===== src/rtl/mem_arb_pkg.sv =====
// Shared types and constants for the two-port memory arbiter.
//   arbState_e           : arbiter FSM state (IDLE accepts grants, RESP returns read data)
//   PORT_IF / PORT_D     : winner encoding used between mem_arb_pick and mem_arbiter
//   STARVE_LIMIT_DEFAULT : default max consecutive data grants while fetch waits
package mem_arb_pkg;

    localparam int unsigned DATA_W = 32;
    localparam int unsigned ADDR_W = 32;
    localparam int unsigned SC_W   = 2;

    localparam int unsigned STARVE_LIMIT_DEFAULT = 3;

    localparam logic PORT_IF = 1'b0;
    localparam logic PORT_D  = 1'b1;

    typedef enum logic {
        IDLE = 1'b0,
        RESP = 1'b1
    } arbState_e;

endpackage


===== src/rtl/mem_arb_pick.sv =====
// Combinational winner selection between the fetch and data requesters.
//   ifReq, dReq : raw request lines
//   sc          : starvation counter (consecutive data grants while fetch waited)
//   pickValid   : some requester wins this cycle
//   pickPort    : PORT_IF or PORT_D, meaningful only when pickValid=1
module mem_arb_pick
    import mem_arb_pkg::*;
#(
    parameter int unsigned STARVE_LIMIT = STARVE_LIMIT_DEFAULT
) (
    input  logic            ifReq,
    input  logic            dReq,
    input  logic [SC_W-1:0] sc,
    output logic            pickValid,
    output logic            pickPort
);

    logic fetchStarved;

    // Fetch overrides data only once it has lost STARVE_LIMIT times in a row.
    assign fetchStarved = ifReq && (32'(sc) == 32'(STARVE_LIMIT));

    always_comb begin
        pickValid = 1'b0;
        pickPort  = PORT_IF;
        if (dReq && !fetchStarved) begin
            pickValid = 1'b1;
            pickPort  = PORT_D;
        end else if (ifReq) begin
            pickValid = 1'b1;
            pickPort  = PORT_IF;
        end
    end

endmodule


===== src/rtl/mem_arbiter.sv =====
// Two-port (fetch / data) arbiter in front of a single-ported synchronous memory.
// At most one access outstanding: a read grant moves to RESP for one cycle while
// the memory returns data; writes complete in the grant cycle.
//   clk, Reset                       : clock, synchronous active-high reset
//   if_req/if_addr -> if_gnt          : fetch request / accept pulse
//   if_rvalid/if_rdata                : fetch read return (rdata holds last value)
//   d_req/d_we/d_addr/d_wdata -> d_gnt: data request / accept pulse
//   d_rvalid/d_rdata                  : data read return (reads only)
//   mem_en/mem_wr/mem_addr/mem_wdata  : memory strobe, driven in the grant cycle
//   mem_rdata                         : memory read data, valid one cycle after strobe
module mem_arbiter
    import mem_arb_pkg::*;
#(
    parameter int unsigned STARVE_LIMIT = STARVE_LIMIT_DEFAULT
) (
    input  logic              clk,
    input  logic              Reset,

    input  logic              if_req,
    input  logic [ADDR_W-1:0] if_addr,
    output logic              if_gnt,
    output logic              if_rvalid,
    output logic [DATA_W-1:0] if_rdata,

    input  logic              d_req,
    input  logic              d_we,
    input  logic [ADDR_W-1:0] d_addr,
    input  logic [DATA_W-1:0] d_wdata,
    output logic              d_gnt,
    output logic              d_rvalid,
    output logic [DATA_W-1:0] d_rdata,

    output logic              mem_en,
    output logic              mem_wr,
    output logic [ADDR_W-1:0] mem_addr,
    output logic [DATA_W-1:0] mem_wdata,
    input  logic [DATA_W-1:0] mem_rdata
);

    localparam logic [SC_W-1:0] SC_MAX = '1;

    arbState_e         state;
    arbState_e         stateNext;
    logic [SC_W-1:0]   sc;
    logic              pickValid;
    logic              pickPort;
    logic              canGrant;
    logic              readGrant;
    logic [DATA_W-1:0] ifRdataQ;
    logic [DATA_W-1:0] dRdataQ;

    mem_arb_pick #(
        .STARVE_LIMIT (STARVE_LIMIT)
    ) u_pick (
        .ifReq     (if_req),
        .dReq      (d_req),
        .sc        (sc),
        .pickValid (pickValid),
        .pickPort  (pickPort)
    );

    // Grants only from IDLE, and never while reset is held.
    assign canGrant = (state == IDLE) && !Reset;

    assign if_gnt = canGrant && pickValid && (pickPort == PORT_IF);
    assign d_gnt  = canGrant && pickValid && (pickPort == PORT_D);

    // Fetch is always a read; a data grant reads unless d_we is set.
    assign readGrant = if_gnt || (d_gnt && !d_we);

    // Memory strobe is steered from whichever port won this cycle.
    always_comb begin
        mem_en    = 1'b0;
        mem_wr    = 1'b0;
        mem_addr  = '0;
        mem_wdata = '0;
        if (d_gnt) begin
            mem_en    = 1'b1;
            mem_wr    = d_we;
            mem_addr  = d_addr;
            mem_wdata = d_wdata;
        end else if (if_gnt) begin
            mem_en    = 1'b1;
            mem_addr  = if_addr;
        end
    end

    // State register.
    always_ff @(posedge clk) begin
        if (Reset) begin
            state <= IDLE;
        end else begin
            state <= stateNext;
        end
    end

    // Next state: RESP lasts exactly one cycle after a read grant.
    always_comb begin
        stateNext = state;
        unique case (state)
            IDLE: if (readGrant) stateNext = RESP;
            RESP: stateNext = IDLE;
            default: stateNext = IDLE;
        endcase
    end

    // Starvation counter: counts data wins while fetch is waiting.
    always_ff @(posedge clk) begin
        if (Reset) begin
            sc <= '0;
        end else if (if_gnt) begin
            sc <= '0;
        end else if (d_gnt && if_req && (sc != SC_MAX)) begin
            sc <= sc + SC_W'(1);
        end
    end

    // Read-return pulses, one cycle after the matching read grant.
    always_ff @(posedge clk) begin
        if (Reset) begin
            if_rvalid <= 1'b0;
            d_rvalid  <= 1'b0;
        end else begin
            if_rvalid <= if_gnt;
            d_rvalid  <= d_gnt && !d_we;
        end
    end

    // Hold registers keep the last returned word once the pulse is gone.
    always_ff @(posedge clk) begin
        if (Reset) begin
            ifRdataQ <= '0;
            dRdataQ  <= '0;
        end else begin
            if (if_rvalid) ifRdataQ <= mem_rdata;
            if (d_rvalid)  dRdataQ  <= mem_rdata;
        end
    end

    // Memory data arrives in the rvalid cycle, so it is passed straight through then.
    assign if_rdata = if_rvalid ? mem_rdata : ifRdataQ;
    assign d_rdata  = d_rvalid  ? mem_rdata : dRdataQ;

endmodule

===== config.mk =====
export PLATFORM = sky130hd
export DESIGN_NAME = mem_arbiter
export DESIGN_NICKNAME = d
export VERILOG_FILES = /design/src/rtl/mem_arb_pkg.sv /design/src/rtl/mem_arb_pick.sv /design/src/rtl/mem_arbiter.sv
export SDC_FILE = /design/constraint.sdc
export NUM_CORES = 1
export LEC_CHECK = 0
export BUFFER_PORTS_ARGS = -buffer_cell sky130_fd_sc_hd__buf_2
export CAP_MARGIN = 20
export CORE_AREA = 2 2 105 107
export DETAILED_ROUTE_END_ITERATION = 8
export DIE_AREA = 0 0 107 109
export HOLD_SLACK_MARGIN = 0.08
export PLACE_DENSITY_LB_ADDON = 0.08
export SLEW_MARGIN = 10
export SYNTH_ARGS = -nofsm -noshare
export SYNTH_HDL_FRONTEND = slang
export SYNTH_HIERARCHICAL = 1
export SYNTH_SLANG_ARGS = --single-unit

===== constraint.sdc =====
create_clock -name clk -period 3.8 [get_ports clk]
set_input_delay 0.19 -clock clk [delete_from_list [all_inputs] [get_ports clk]]
set_output_delay 0.19 -clock clk [all_outputs]
set_load 0.005 [all_outputs]

-- After elaboration in Yosys (flattened, before gate mapping)
Cells that the tools add are included.
- register bits: 69
- word-level logic and storage cells: 38
- add/subtract/negate cells: 1
- equality and inequality tests: 2
- mux-type cells: 13
- bitwise gates (word level): 2
- reductions and logical operators: 14
- operator list (cell ; number):
    2-to-1 mux 32 bit ; 5
    logical AND 1 bit ; 9
    2-to-1 mux 1 bit ; 7
    logical NOT 1 bit ; 3
    adder 2 x 1 -> 2 bit, second input constant ; 1
    equality test 2 bit, second input constant ; 1
    inequality test 2 bit, second input constant ; 1
    NOT 1 bit ; 2
    one-hot mux 1 bit (2 select lines) ; 1
    OR reduction 2 bit ; 1
    logical OR 1 bit ; 1

-- Longest topological paths before layout
Gate-level depths: netlist of run 1.
- depth in word-level cells: 11
- depth in mapped cells: 6

-- By module
The synthesis of run 1 kept the hierarchy.
- modules (own cells, without submodules) (module ; instances ; cells each ; area each (µm²) ; seq. area each (µm²)):
    mem_arbiter ; 1 ; 340 ; 3422.0 ; 1381.3
    mem_arb_pick ; 1 ; 3 ; 16.3 ; 0.0

-- Worst setup path after synthesis of run 1
Ideal clock, no wire load.
- path kind: register -> output
- from: register sc[0]
- to: output port mem_addr[21]
- arrival: 1.248 ns
- data required time: 3.610 ns
- path slack: 2.362 ns
- cell stages (with the launch flop): 6
- path buffers: 2
- cell sequence: dfxtp_1 > a31oi_1 > clkbuf_1 > clkbuf_1 > mux2i_1 > nor2_1
- longest elaborated chain between the ends: 9
- elaborated cells between the ends (all ways): 12
- those cells by class: eq/ne (1); mux (4); bitwise (1); reduce/logical (6)
- ends and longest elaborated chain (what ; RTL line ; source):
    start: declaration ; mem_arbiter.sv:44 ; logic [SC_W-1:0] sc;
    start signal: assignment ; mem_arbiter.sv:114 ; sc <= sc + SC_W'(1);
    equality test 2 bit * ; mem_arb_pick.sv:21 ; assign fetchStarved = ifReq && (32'(sc) == 32'(STARVE_LIMIT));
    logical AND 1 bit * ; mem_arb_pick.sv:21 ;
    logical NOT 1 bit * ; mem_arb_pick.sv:26 ; if (dReq && !fetchStarved) begin
    logical AND 1 bit * ; mem_arb_pick.sv:26 ;
    2-to-1 mux 1 bit * ; mem_arb_pick.sv:26 ;
    named net pickPort ; mem_arbiter.sv:46 ; logic pickPort;
    NOT 1 bit ; mem_arbiter.sv:65 ; assign if_gnt = canGrant && pickValid && (pickPort == PORT_IF);
    logical AND 1 bit ; mem_arbiter.sv:65 ;
    2-to-1 mux 32 bit ; mem_arbiter.sv:82 ; end else if (if_gnt) begin
    2-to-1 mux 32 bit * ; mem_arbiter.sv:77 ; if (d_gnt) begin
    end: declaration ; mem_arbiter.sv:35 ; output logic [ADDR_W-1:0] mem_addr,
The timed path passes the listed nets; every way through them passes the cells marked *.

-- Final worst setup path of run 1
- from: register if_rvalid
- to: output port if_rdata[28]
- longest elaborated chain between the ends: 1
- ends and longest elaborated chain (what ; RTL line ; source):
    start: declaration ; mem_arbiter.sv:22 ; output logic if_rvalid,
    start signal: assignment ; mem_arbiter.sv:124 ; if_rvalid <= if_gnt;
    2-to-1 mux 32 bit ; - ;
    end: declaration ; mem_arbiter.sv:23 ; output logic [DATA_W-1:0] if_rdata,
Every way passes these cells.

==> impl_summary.txt, run 1 <==
----------------------------------------------------
[Outcome]
  Status ... completed

[Synthesis]
  Count of synthesis-stage warnings from yosys ... 6
  Post-Syn Area per Cell ... around 10 um2
  Mapped Area ... around 3400 um2
  Sequential share of the synthesized area ... between 40 and 50%
  Synthesized instance count ... around 340
  Number of flip-flops and latches in the synthesized netlist ... about 70
  Unique masters post-synth ... 23
  Post-synthesis net count ... 477

[CTS]
  Clock sink count ... a little under 70
  H-Tree Level Count ... 3
  TritonCTS buffer count ... 9
  Skew-Pair Late Insertion Delay ... approximately 0.33 ns
  Clock-pin slew of the registers on the worst-case setup and hold paths ... 0.08 ns
  Post_cts resized ... 0
  CTS Root Cell ... sky130_fd_sc_hd__clkbuf_8
  Maximum count of clock buffers along a single path ... 2
  TritonCTS clock tree ... yes

[STA]
  Max Transition Viols Final ... 0
  Slew margin rel. ... a little under a third
  Final setup vio count ... 0
  Hold Fails Final Rpt ... 0
  Fin Clk Skew ... ~0.011 ns
  Setup TNS ... 0 ns
  Share of the cycle needed by the critical path after routing ... roughly 62%
  RSZ-0062 raised after global routing ... false
  Transition time of the tightest slew-check pin ... 1.05 ns
  Final critical delay including setup and external delays ... 2.37 ns
  Achievable clock frequency ... roughly 0.42 GHz
  Final worst setup slack ... about 1.4 ns

[Floorplanning]
  Die footprint ... approximately 12000 um2
  Width of the chip ... roughly 110 um
  Std cell rows ... 38
  I/O pin cnt ... roughly 270
  Initial core utilization ... 32.4%
  Placeable core region ... 10600 um2
  Die height ... 109 um

[Placed design]
  Post-Place Setup Slack ... approximately 1.7 ns
  Global placer's final weighted congestion ... 0.799
  # port buffers ... approximately 270
  Hpwl dp ... around 8.2 mm

[Global route]
  Largest net degree at the start of global routing ... between 60 and 70
  Overflow after GRT ... 0
  Initial antenna violation count ... 0
  GRT Total Usage ... between 10% and 20%
  Wire length of the first global-routing pass ... between 15 and 20 mm
  Vias in the first global route ... 3119

[Route]
  TritonRoute pass-1 iters ... 4
  Vias ... 3295
  Detailed router's first-iteration violation count ... 80
  Antenna-violating nets left ... 0
  Average wire length per cell after detail routing ... 14.3 um
  Mean number of vias per cell ... 4.46
  Routed wire length ... 10.5 mm
  Number of remaining DRC errors ... 0

[Power]
  Worst supply voltage drop on vdd ... roughly 130 uV
  Total power divided by cell area ... 330 nW/um2
  Leakage ... slightly below 3 nW

[Critical path]
  Critical path required time ... approximately 3.6 ns
  Category of the critical setup timing path ... reg -> out
  Startpoint class of the critical path ... flop
  Kind of capture point of the worst setup path ... primary output
  WP data arrival ... about 2.2 ns
  Worst-path maximum fanout ... 23

[Worst hold path]
  HP Class ... in -> reg

[Job]
  Maxcap violations ... 0

[Layout]
  Final antenna diode count ... 0
  Highest-count cells in the layout ignoring fill and taps ... sky130_fd_sc_hd__buf_2, sky130_fd_sc_hd__dfxtp_1, sky130_fd_sc_hd__mux2_2, sky130_fd_sc_hd__nor2b_1, sky130_fd_sc_hd__nor2_1
  Final net count ... around 730
  Layout area overhead ... 47.2%
  Layout filler cell count ... between 1000 and 1500
  Most common library cell in the layout ignoring fill and taps ... sky130_fd_sc_hd__buf_2
  Fraction of final layout cells with drive strength greater than 1 ... between 50% and 60%

----------------------------------------------------
worst max-delay path: stages, from the launching register on:
cell                      delay, ns
sky130_fd_sc_hd__dfxtp_1       1.01
sky130_fd_sc_hd__buf_4         0.34
sky130_fd_sc_hd__mux2_2        0.37
sky130_fd_sc_hd__buf_2         0.13
sequential cells by signal (all words and copies together), names as in the netlist:
name / flops
dRdataQ: 32
state: 1
sc: 2
if_rvalid: 1
ifRdataQ: 32
d_rvalid: 1
metrics by stage:
step                hold slack (ns)  cell area (um2)  utilization, %  std cells  power, mW
floorplan                     0.285             3440               -        343      0.946
global placement              0.398             4860            45.8        723       1.11
detailed placement            0.404             4860            45.8        723       1.12
CTS                           0.200             5060            47.7        739       1.70
global route                  0.218             5060            47.7        739       1.76
finish                        0.215             5060            47.7        739       1.67
Yosys cell counts:
library cell / count / share of area, %
sky130_fd_sc_hd__a21oi_1: 2 / 0.29
sky130_fd_sc_hd__or3b_1: 1 / 0.25
sky130_fd_sc_hd__clkinv_4: 1 / 0.25
sky130_fd_sc_hd__mux2_2: 64 / 21
sky130_fd_sc_hd__mux2i_1: 32 / 9.3
sky130_fd_sc_hd__ha_1: 1 / 0.36
sky130_fd_sc_hd__buf_4: 3 / 0.65
sky130_fd_sc_hd__nand2b_1: 3 / 0.55
sky130_fd_sc_hd__nand4b_4: 1 / 0.69
sky130_fd_sc_hd__clkbuf_1: 17 / 1.9
sky130_fd_sc_hd__nor2_1: 34 / 3.7
sky130_fd_sc_hd__a31oi_1: 1 / 0.18
sky130_fd_sc_hd__o32ai_2: 1 / 0.47
sky130_fd_sc_hd__nor2b_1: 64 / 12
sky130_fd_sc_hd__buf_2: 9 / 1.3
sky130_fd_sc_hd__and2b_1: 1 / 0.22
sky130_fd_sc_hd__buf_6: 1 / 0.33
sky130_fd_sc_hd__o22ai_1: 1 / 0.18
sky130_fd_sc_hd__dfxtp_1: 69 / 40
sky130_fd_sc_hd__and3_1: 33 / 6.0
sky130_fd_sc_hd__and2_1: 1 / 0.18
sky130_fd_sc_hd__or2_1: 1 / 0.18
sky130_fd_sc_hd__inv_1: 2 / 0.22
layer usage:
| layer | track usage (%) | vias to the layer above | share of wire (%) |
|---|---|---|---|
| met2 | 30.9 | 142 | 51 |
| met5 | 0 | - | 0 |
| li1 | - | 1655 | - |
| met3 | 4.54 | 16 | 7.1 |
| met4 | 6.59 | 0 | 2.2 |
| met1 | 19.0 | 1482 | 39 |
worst paths after layout:
kind	depth (start not counted)	start	slack, ns	to
setup / recovery	3	if_rvalid$_SDFF_PP0_	1.43	if_rdata[28]
hold / removal	3	if_req	0.22	sc[1]$_SDFFE_PP0P_
setup reg to reg	3	if_rvalid$_SDFF_PP0_	1.82	ifRdataQ[30]$_SDFF_PP0_
hold reg to reg	2	sc[1]$_SDFFE_PP0P_	0.56	sc[1]$_SDFFE_PP0P_
kinds of logic after synthesis:
group	share of synthesized area [%]
multiplexers	30.3
buffers and inverters	4.62
AND/OR/NAND/NOR	23.4
flip-flops	40.2
adder cells (fa/ha/maj)	0.364
AO/OA/AOI/OAI	1.13
repair_timing:
action / CTS / global route
buffers inserted: 0 / 0
endpoints found under the hold margin: 1 / 0
hold buffers: 1 / 0
power breakdown:
group	switching (mW)	total (mW)	leakage [nW]	internal, mW
Combinational	0.147	0.331	2.23	0.184
Sequential	0.0164	0.765	0.561	0.749
Clock	0.273	0.572	0.0950	0.299
Total	0.436	1.67	2.89	1.23
cell type report:
| type | instances | area, um2 | share of cell area, % |
|---|---|---|---|
| Multi-Input combinational cell | 241 | 1910 | 37.8 |
| Timing Repair Buffer | 271 | 1380 | 27.3 |
| Sequential cell | 69 | 1380 | 27.3 |
| Tap cell | 140 | 175 | 3.46 |
| Clock buffer | 9 | 124 | 2.45 |
| Clock inverter | 6 | 65.1 | 1.29 |
| Inverter | 3 | 16.3 | 0.321 |
Power figures use the tool's default switching activity.
==> run 2, diff against run 1 <==
Settings changed: CORE_AREA 2 2 105 107 to 2 2 104 106, DIE_AREA 0 0 107 109 to 0 0 106 108.
Clock period 3.8 ns to 1.99 ns, I/O delays scaled along.
==> impl_summary.txt, run 2 (synthesized netlist as in run 1, its figures left out) <==
----------------------------------------------------
[Outcome]
  Status ... completed

[Route]
  Number of remaining DRC errors ... 0 (unchanged)
  Mean number of vias per cell ... 4.49 (+0.59%)
  Antenna-violating nets left ... 0 (unchanged)
  Routed wire length ... 10.7 mm (+1.9%)
  Detailed router's first-iteration violation count ... 84 (+5.0%)
  TritonRoute pass-1 iters ... 4 (unchanged)
  Average wire length per cell after detail routing ... 14.6 um (+2.1%)
  Vias ... 3310 (+0.46%)

[Floorplanning]
  Initial core utilization ... 33.6% (+1.2 points)
  Die height ... 108 um (-0.92%)
  I/O pin cnt ... 267 (unchanged)
  Placeable core region ... 10200 um2 (-3.5%)
  Die footprint ... 11400 um2 (-1.8%)
  Std cell rows ... 37 (-2.6%)
  Width of the chip ... 106 um (-0.93%)

[STA]
  Setup TNS ... 0 ns (unchanged)
  Final worst setup slack ... 0.199 ns (-1.23 ns)
  Share of the cycle needed by the critical path after routing ... approximately 90%
  Achievable clock frequency ... ~0.56 GHz
  Transition time of the tightest slew-check pin ... 0.697 ns (-0.349 ns)
  Hold Fails Final Rpt ... 0 (unchanged)
  Final critical delay including setup and external delays ... 1.79 ns
  RSZ-0062 raised after global routing ... false
  Slew margin rel. ... 53.5% (+23 points)
  Max Transition Viols Final ... 0 (unchanged)
  Fin Clk Skew ... 0.00816 ns (-0.00283 ns)
  Final setup vio count ... 0 (unchanged)

[CTS]
  TritonCTS clock tree ... yes
  CTS Root Cell ... sky130_fd_sc_hd__clkbuf_8
  Clock-pin slew of the registers on the worst-case setup and hold paths ... 0.08 ns (about the same)
  Skew-Pair Late Insertion Delay ... 0.34 ns (about the same)
  TritonCTS buffer count ... 9 (unchanged)
  H-Tree Level Count ... 3 (unchanged)
  Clock sink count ... 69 (unchanged)
  Post_cts resized ... 0 (unchanged)
  Maximum count of clock buffers along a single path ... 2 (unchanged)

[Layout]
  Highest-count cells in the layout ignoring fill and taps ... sky130_fd_sc_hd__buf_2, sky130_fd_sc_hd__dfxtp_1, sky130_fd_sc_hd__mux2_2, sky130_fd_sc_hd__nor2b_1, sky130_fd_sc_hd__nor2_1
  Final antenna diode count ... 0 (unchanged)
  Layout area overhead ... 47.8%
  Most common library cell in the layout ignoring fill and taps ... sky130_fd_sc_hd__buf_2
  Registers with the most flip-flops ... dRdataQ (32), ifRdataQ (32), sc (2)
  Fraction of final layout cells with drive strength greater than 1 ... 59.3% (+0.20 points)
  Final net count ... 732 (+0.41%)

[Critical path]
  Category of the critical setup timing path ... reg -> out
  R2r worst-path depth ... 4 (+1)
  Cell Chain, Critical Path ... a31oi_4 > buf_12 > mux2i_1 > nor2_1 > buf_2
  First element of the critical path ... sc[0]$_SDFFE_PP0P_
  Worst-path maximum fanout ... 54 (+130%)
  Kind of capture point of the worst setup path ... primary output
  Worst reg2reg setup slack ... 0.63 ns (-1.19 ns)
  Delay contributed by the slowest stage of the critical path ... 0.37 ns (-0.64 ns)
  Worst setup path end ... mem_addr[23]
  Startpoint of the most critical register-to-register path ... state$_SDFF_PP0_
  Critical path required time ... 1.89 ns (-1.72 ns)
  Startpoint class of the critical path ... flop
  Standard cell with the maximum stage delay on the critical path ... sky130_fd_sc_hd__dfxtp_1
  WP data arrival ... 1.69 ns (-0.49 ns)
  Capturing point of the worst reg2reg path ... sc[1]$_SDFFE_PP0P_

[Placed design]
  # port buffers ... 266 (unchanged)
  Global placer's final weighted congestion ... 0.814 (+1.9%)
  Post-Place Setup Slack ... 0.538 ns (-1.17 ns)
  Hpwl dp ... 8.30 mm (+1.5%)

[Job]
  Maxcap violations ... 0 (unchanged)

[Global route]
  Overflow after GRT ... 0 (unchanged)
  GRT Total Usage ... 18.2% (+1.2 points)
  Vias in the first global route ... 3212 (+3.0%)
  Largest net degree at the start of global routing ... 68 (unchanged)
  Wire length of the first global-routing pass ... 16.2 mm (+3.4%)
  Initial antenna violation count ... 0 (unchanged)

[Worst hold path]
  HP Class ... in -> reg
  Cell depth of the worst min-delay path ... 3 (unchanged)

[Power]
  Worst supply voltage drop on vdd ... 251 uV (+94%)
  Leakage ... 2.90 nW (+0.54%)
  Total power divided by cell area ... 627 nW/um2 (+90%)

----------------------------------------------------
-- run 2: cell count changes in the layout (fill, tap and decap cells not counted) --
cell                       change
sky130_fd_sc_hd__clkinv_4      -2
sky130_fd_sc_hd__buf_4         +2
sky130_fd_sc_hd__buf_12        +1
sky130_fd_sc_hd__clkbuf_1      +1
sky130_fd_sc_hd__dfxtp_1       -1
sky130_fd_sc_hd__clkinv_2      +1
sky130_fd_sc_hd__dfxtp_2       +1
-- run 2: worst min path at each step --
stage                             from                     end
after floorplan                   d_we        state$_SDFF_PP0_
after global placement            d_we        state$_SDFF_PP0_
after detailed placement          d_we        state$_SDFF_PP0_
after CTS                 mem_rdata[5]   dRdataQ[5]$_SDFF_PP0_
after global routing            if_req      sc[0]$_SDFFE_PP0P_
final                     mem_rdata[6]  ifRdataQ[6]$_SDFF_PP0_
-- run 2: worst max-delay path: cells and delay by family (launching register included) --
kind,cells,cell delay [ns]
DFF,1,0.37
and+or+nand+nor,1,0.07
buffers and inverters,2,0.39
AOI/OAI and AO/OA,1,0.22
muxes,1,0.30
-- run 2: repair_timing --
action,in CTS,in global routing
hold buffers,1,0
endpoints found under the setup margin,0,0
hold endpoints to repair,2,0
buffers inserted,0,0
-- run 2: area by class of cell --
cell class / instances / area, um2
Inverter: 3 / 16.3
Multi-Input combinational cell: 241 / 1910
Fill cell: 1028 / 5150
Sequential cell: 69 / 1380
Timing Repair Buffer: 274 / 1420
Tap cell: 136 / 170
Clock buffer: 10 / 128
Clock inverter: 5 / 52.6
-- run 2: per-layer routing --
metal	global-route usage, %	up-vias	wire length (um)
li1	-	1661	-
met1	19.5	1494	4050
met5	0	-	0
met2	32.7	135	5540
met3	5.85	20	868
met4	8.36	0	284
-- run 2: power breakdown --
part	switching, mW	internal [mW]	total, mW
sequential	0.0133	1.43	1.44
combinational	0.299	0.356	0.655
clock	0.521	0.566	1.09
total	0.834	2.35	3.19
-- run 2: per-stage QoR --
stage               util [%]  area [um2]  power, mW  std cells  hold WS [ns]
floorplan                  -        3440       1.81        343         0.194
global placement        47.8        4890       2.12        722         0.313
detailed placement      47.8        4890       2.14        722         0.318
CTS                     49.7        5080       3.24        738         0.106
global route            49.7        5080       3.35        738         0.117
finish                  49.7        5080       3.19        738         0.122
==> run 3, diff against run 2 <==
--- a/config.mk
+++ b/config.mk
@@ -14,3 +14,2 @@
 export PLACE_DENSITY_LB_ADDON = 0.08
-export SLEW_MARGIN = 10
 export SYNTH_ARGS = -nofsm -noshare
--- a/constraint.sdc
+++ b/constraint.sdc
@@ -3,2 +3,2 @@
 set_output_delay 0.0995 -clock clk [all_outputs]
-set_load 0.005 [all_outputs]
+set_load 0.02 [all_outputs]
==> impl_summary.txt, run 3 (synthesized netlist as in run 1, its figures left out) <==
----------------------------------------------------
[Critical path]
  WP data arrival ... 1.72 ns (+0.03 ns)
  R2r worst-path depth ... 4 (unchanged)
  Cell Chain, Critical Path ... or3b_1 > buf_4 > nor2_1 > buf_2
  Startpoint class of the critical path ... flop
  Capturing point of the worst reg2reg path ... sc[1]$_SDFFE_PP0P_
  Critical path required time ... 1.89 ns (about the same)
  Buf+Inv Stages, Crit Path ... 2 (unchanged)
  Worst-path maximum fanout ... 36 (-33%)
  Worst reg2reg setup slack ... 0.51 ns (-0.12 ns)
  First element of the critical path ... state$_SDFF_PP0_
  Logic depth of the worst setup path including buffers ... 4 (-1)
  Startpoint of the most critical register-to-register path ... state$_SDFF_PP0_
  Standard cell with the maximum stage delay on the critical path ... sky130_fd_sc_hd__or3b_1
  Kind of capture point of the worst setup path ... primary output
  Category of the critical setup timing path ... reg -> out
  Worst path top cell family by delay ... simple AND/OR/NAND/NOR gates
  Delay contributed by the slowest stage of the critical path ... 0.43 ns (+0.06 ns)

[Power]
  Sequential share of power ... 42.0% (-3.3 points)
  Cell internal power dissipation ... 2.44 mW (+3.7%)
  Proportion of total power due to net switching ... 29.0% (+2.8 points)
  Clock share of power ... 33.9% (-0.2 points)
  Worst supply voltage drop on vdd ... 248 uV (-1.1%)
  Net switching power ... 0.996 mW (+19%)
  Combinational fraction of design power ... 24.1% (+3.5 points)
  Leakage ... 2.92 nW (+0.57%)
  Total power divided by cell area ... 671 nW/um2 (+7.0%)

[STA]
  Final critical delay including setup and external delays ... 1.82 ns (+0.0246 ns)
  Hold Fails Final Rpt ... 0 (unchanged)
  Setup TNS ... 0 ns (unchanged)
  Slew margin rel. ... 54.3% (+0.73 points)
  Hold_ws ... 0.126 ns (+0.00392 ns)
  Achievable clock frequency ... 0.551 GHz (-1.4%)
  Max Transition Viols Final ... 0 (unchanged)
  RSZ-0062 raised after global routing ... false
  Share of the cycle needed by the critical path after routing ... 91.2% (+1.2 points)
  Final worst setup slack ... 0.174 ns (-0.0246 ns)
  Final setup vio count ... 0 (unchanged)
  Fin Clk Skew ... 0.00725 ns (-0.000916 ns)
  Transition time of the tightest slew-check pin ... 0.686 ns (-0.0110 ns)

[Route]
  TritonRoute pass-1 iters ... 5 (+1)
  Average wire length per cell after detail routing ... 14.4 um (-1.2%)
  Mean number of vias per cell ... 4.52 (+0.84%)
  Antenna-violating nets left ... 0 (unchanged)
  Number of remaining DRC errors ... 0 (unchanged)
  Detailed router's first-iteration violation count ... 66 (-21%)
  Vias ... 3347 (+1.1%)
  Routed wire length ... 10.6 mm (-0.93%)

[CTS]
  Count of hold buffers inserted by post-cts repair ... 1 (unchanged)
  Skew-Pair Late Insertion Delay ... 0.33 ns (about the same)
  TritonCTS clock tree ... yes
  # Post-CTS Setup Buffers ... 0 (unchanged)
  Clock-pin slew of the registers on the worst-case setup and hold paths ... 0.08 ns (about the same)
  H-Tree Level Count ... 3 (unchanged)
  Maximum count of clock buffers along a single path ... 2 (unchanged)
  Post_cts resized ... 0 (unchanged)
  CTS Root Cell ... sky130_fd_sc_hd__clkbuf_8
  TritonCTS buffer count ... 9 (unchanged)
  Clock sink count ... 69 (unchanged)

[Floorplanning]
  Die footprint ... 11400 um2 (unchanged)
  Width of the chip ... 106 um (unchanged)
  I/O pin cnt ... 267 (unchanged)
  Die height ... 108 um (unchanged)
  Placeable core region ... 10200 um2 (unchanged)
  Std cell rows ... 37 (unchanged)
  Initial core utilization ... 33.6% (unchanged)

[Placed design]
  Global placer's final weighted congestion ... 0.835 (+2.6%)
  Hpwl dp ... 8.29 mm (about the same)
  Post-Place Setup Slack ... 0.439 ns (-0.0995 ns)
  # port buffers ... 266 (unchanged)

[Global route]
  Vias in the first global route ... 3138 (-2.3%)
  Overflow after GRT ... 0 (unchanged)
  GRT Total Usage ... 17.4% (-0.75 points)
  Largest net degree at the start of global routing ... 68 (unchanged)
  Wire length of the first global-routing pass ... 15.6 mm (-3.8%)
  Initial antenna violation count ... 0 (unchanged)

[Layout]
  Final antenna diode count ... 0 (unchanged)
  Registers with the most flip-flops ... dRdataQ (32), ifRdataQ (32), sc (2)
  Final net count ... 733 (+0.14%)
  Highest-count cells in the layout ignoring fill and taps ... sky130_fd_sc_hd__buf_2, sky130_fd_sc_hd__dfxtp_1, sky130_fd_sc_hd__mux2_2, sky130_fd_sc_hd__nor2b_1, sky130_fd_sc_hd__nor2_1
  Most common library cell in the layout ignoring fill and taps ... sky130_fd_sc_hd__buf_2
  Layout area overhead ... 48.9%
  Fraction of final layout cells with drive strength greater than 1 ... 59.6% (+0.30 points)
  Final design utilization ... 50.0% (+0.37 points)

[Worst hold path]
  HP Class ... in -> reg
  Worst hold path startpoint ... mem_rdata[6]
  Cell depth of the worst min-delay path ... 3 (unchanged)
  Destination of the worst hold path ... dRdataQ[6]$_SDFF_PP0_

[Job]
  Maxcap violations ... 0 (unchanged)

[Outcome]
  Status ... completed

----------------------------------------------------
## run 3: cell types whose count changed in the layout (fill, tap and decap cells not counted)
cell and change:
sky130_fd_sc_hd__clkbuf_8 +2, sky130_fd_sc_hd__clkinvlp_4 +1, sky130_fd_sc_hd__clkinv_4 +1, sky130_fd_sc_hd__clkinv_2 -2
sky130_fd_sc_hd__clkbuf_1 -1, sky130_fd_sc_hd__buf_4 +1
## run 3: cell type report
type / instances / area (um2)
tap: 136 / 170
sequential: 69 / 1380
clock buffer: 11 / 151
clock inverter: 5 / 58.8
multi-input combinational: 241 / 1910
fill: 1024 / 5110
timing repair buffer: 275 / 1430
inverter: 3 / 16.3
## run 3: metrics by stage
stage               std cells  area (um2)  total power, mW
floorplan                 343        3440             1.98
global placement          723        4900             2.30
detailed placement        723        4900             2.31
CTS                       740        5120             3.50
global route              740        5120             3.61
finish                    740        5120             3.43
## run 3: power by group through the flow
stage               Combinational, mW  Clock, mW  Sequential (mW)
floorplan                       0.505          0             1.47
global placement                0.823          0             1.47
detailed placement              0.833          0             1.48
CTS                             0.837       1.22             1.44
global route                    0.890       1.27             1.45
finish                          0.826       1.16             1.44
## run 3: tightest hold or removal path, stage by stage
cell and delay, ns:
sky130_fd_sc_hd__buf_2 0.08, sky130_fd_sc_hd__mux2_2 0.14, sky130_fd_sc_hd__nor2b_1 0.11
## run 3: routing by layer
layer | routed length, um | global-route usage (%)
met3 | 814 | 5.49
met1 | 4070 | 17.9
met5 | 0 | 0
met2 | 5690 | 33.7
met4 | 67 | 5.36
## run 3: worst max path at each step
stage,endpoint
6_report,mem_addr[23]
2_1_floorplan,dRdataQ[25]$_SDFF_PP0_
5_1_grt,mem_addr[22]
3_5_place_dp,mem_addr[24]
3_3_place_gp,mem_addr[23]
4_1_cts,mem_addr[23]
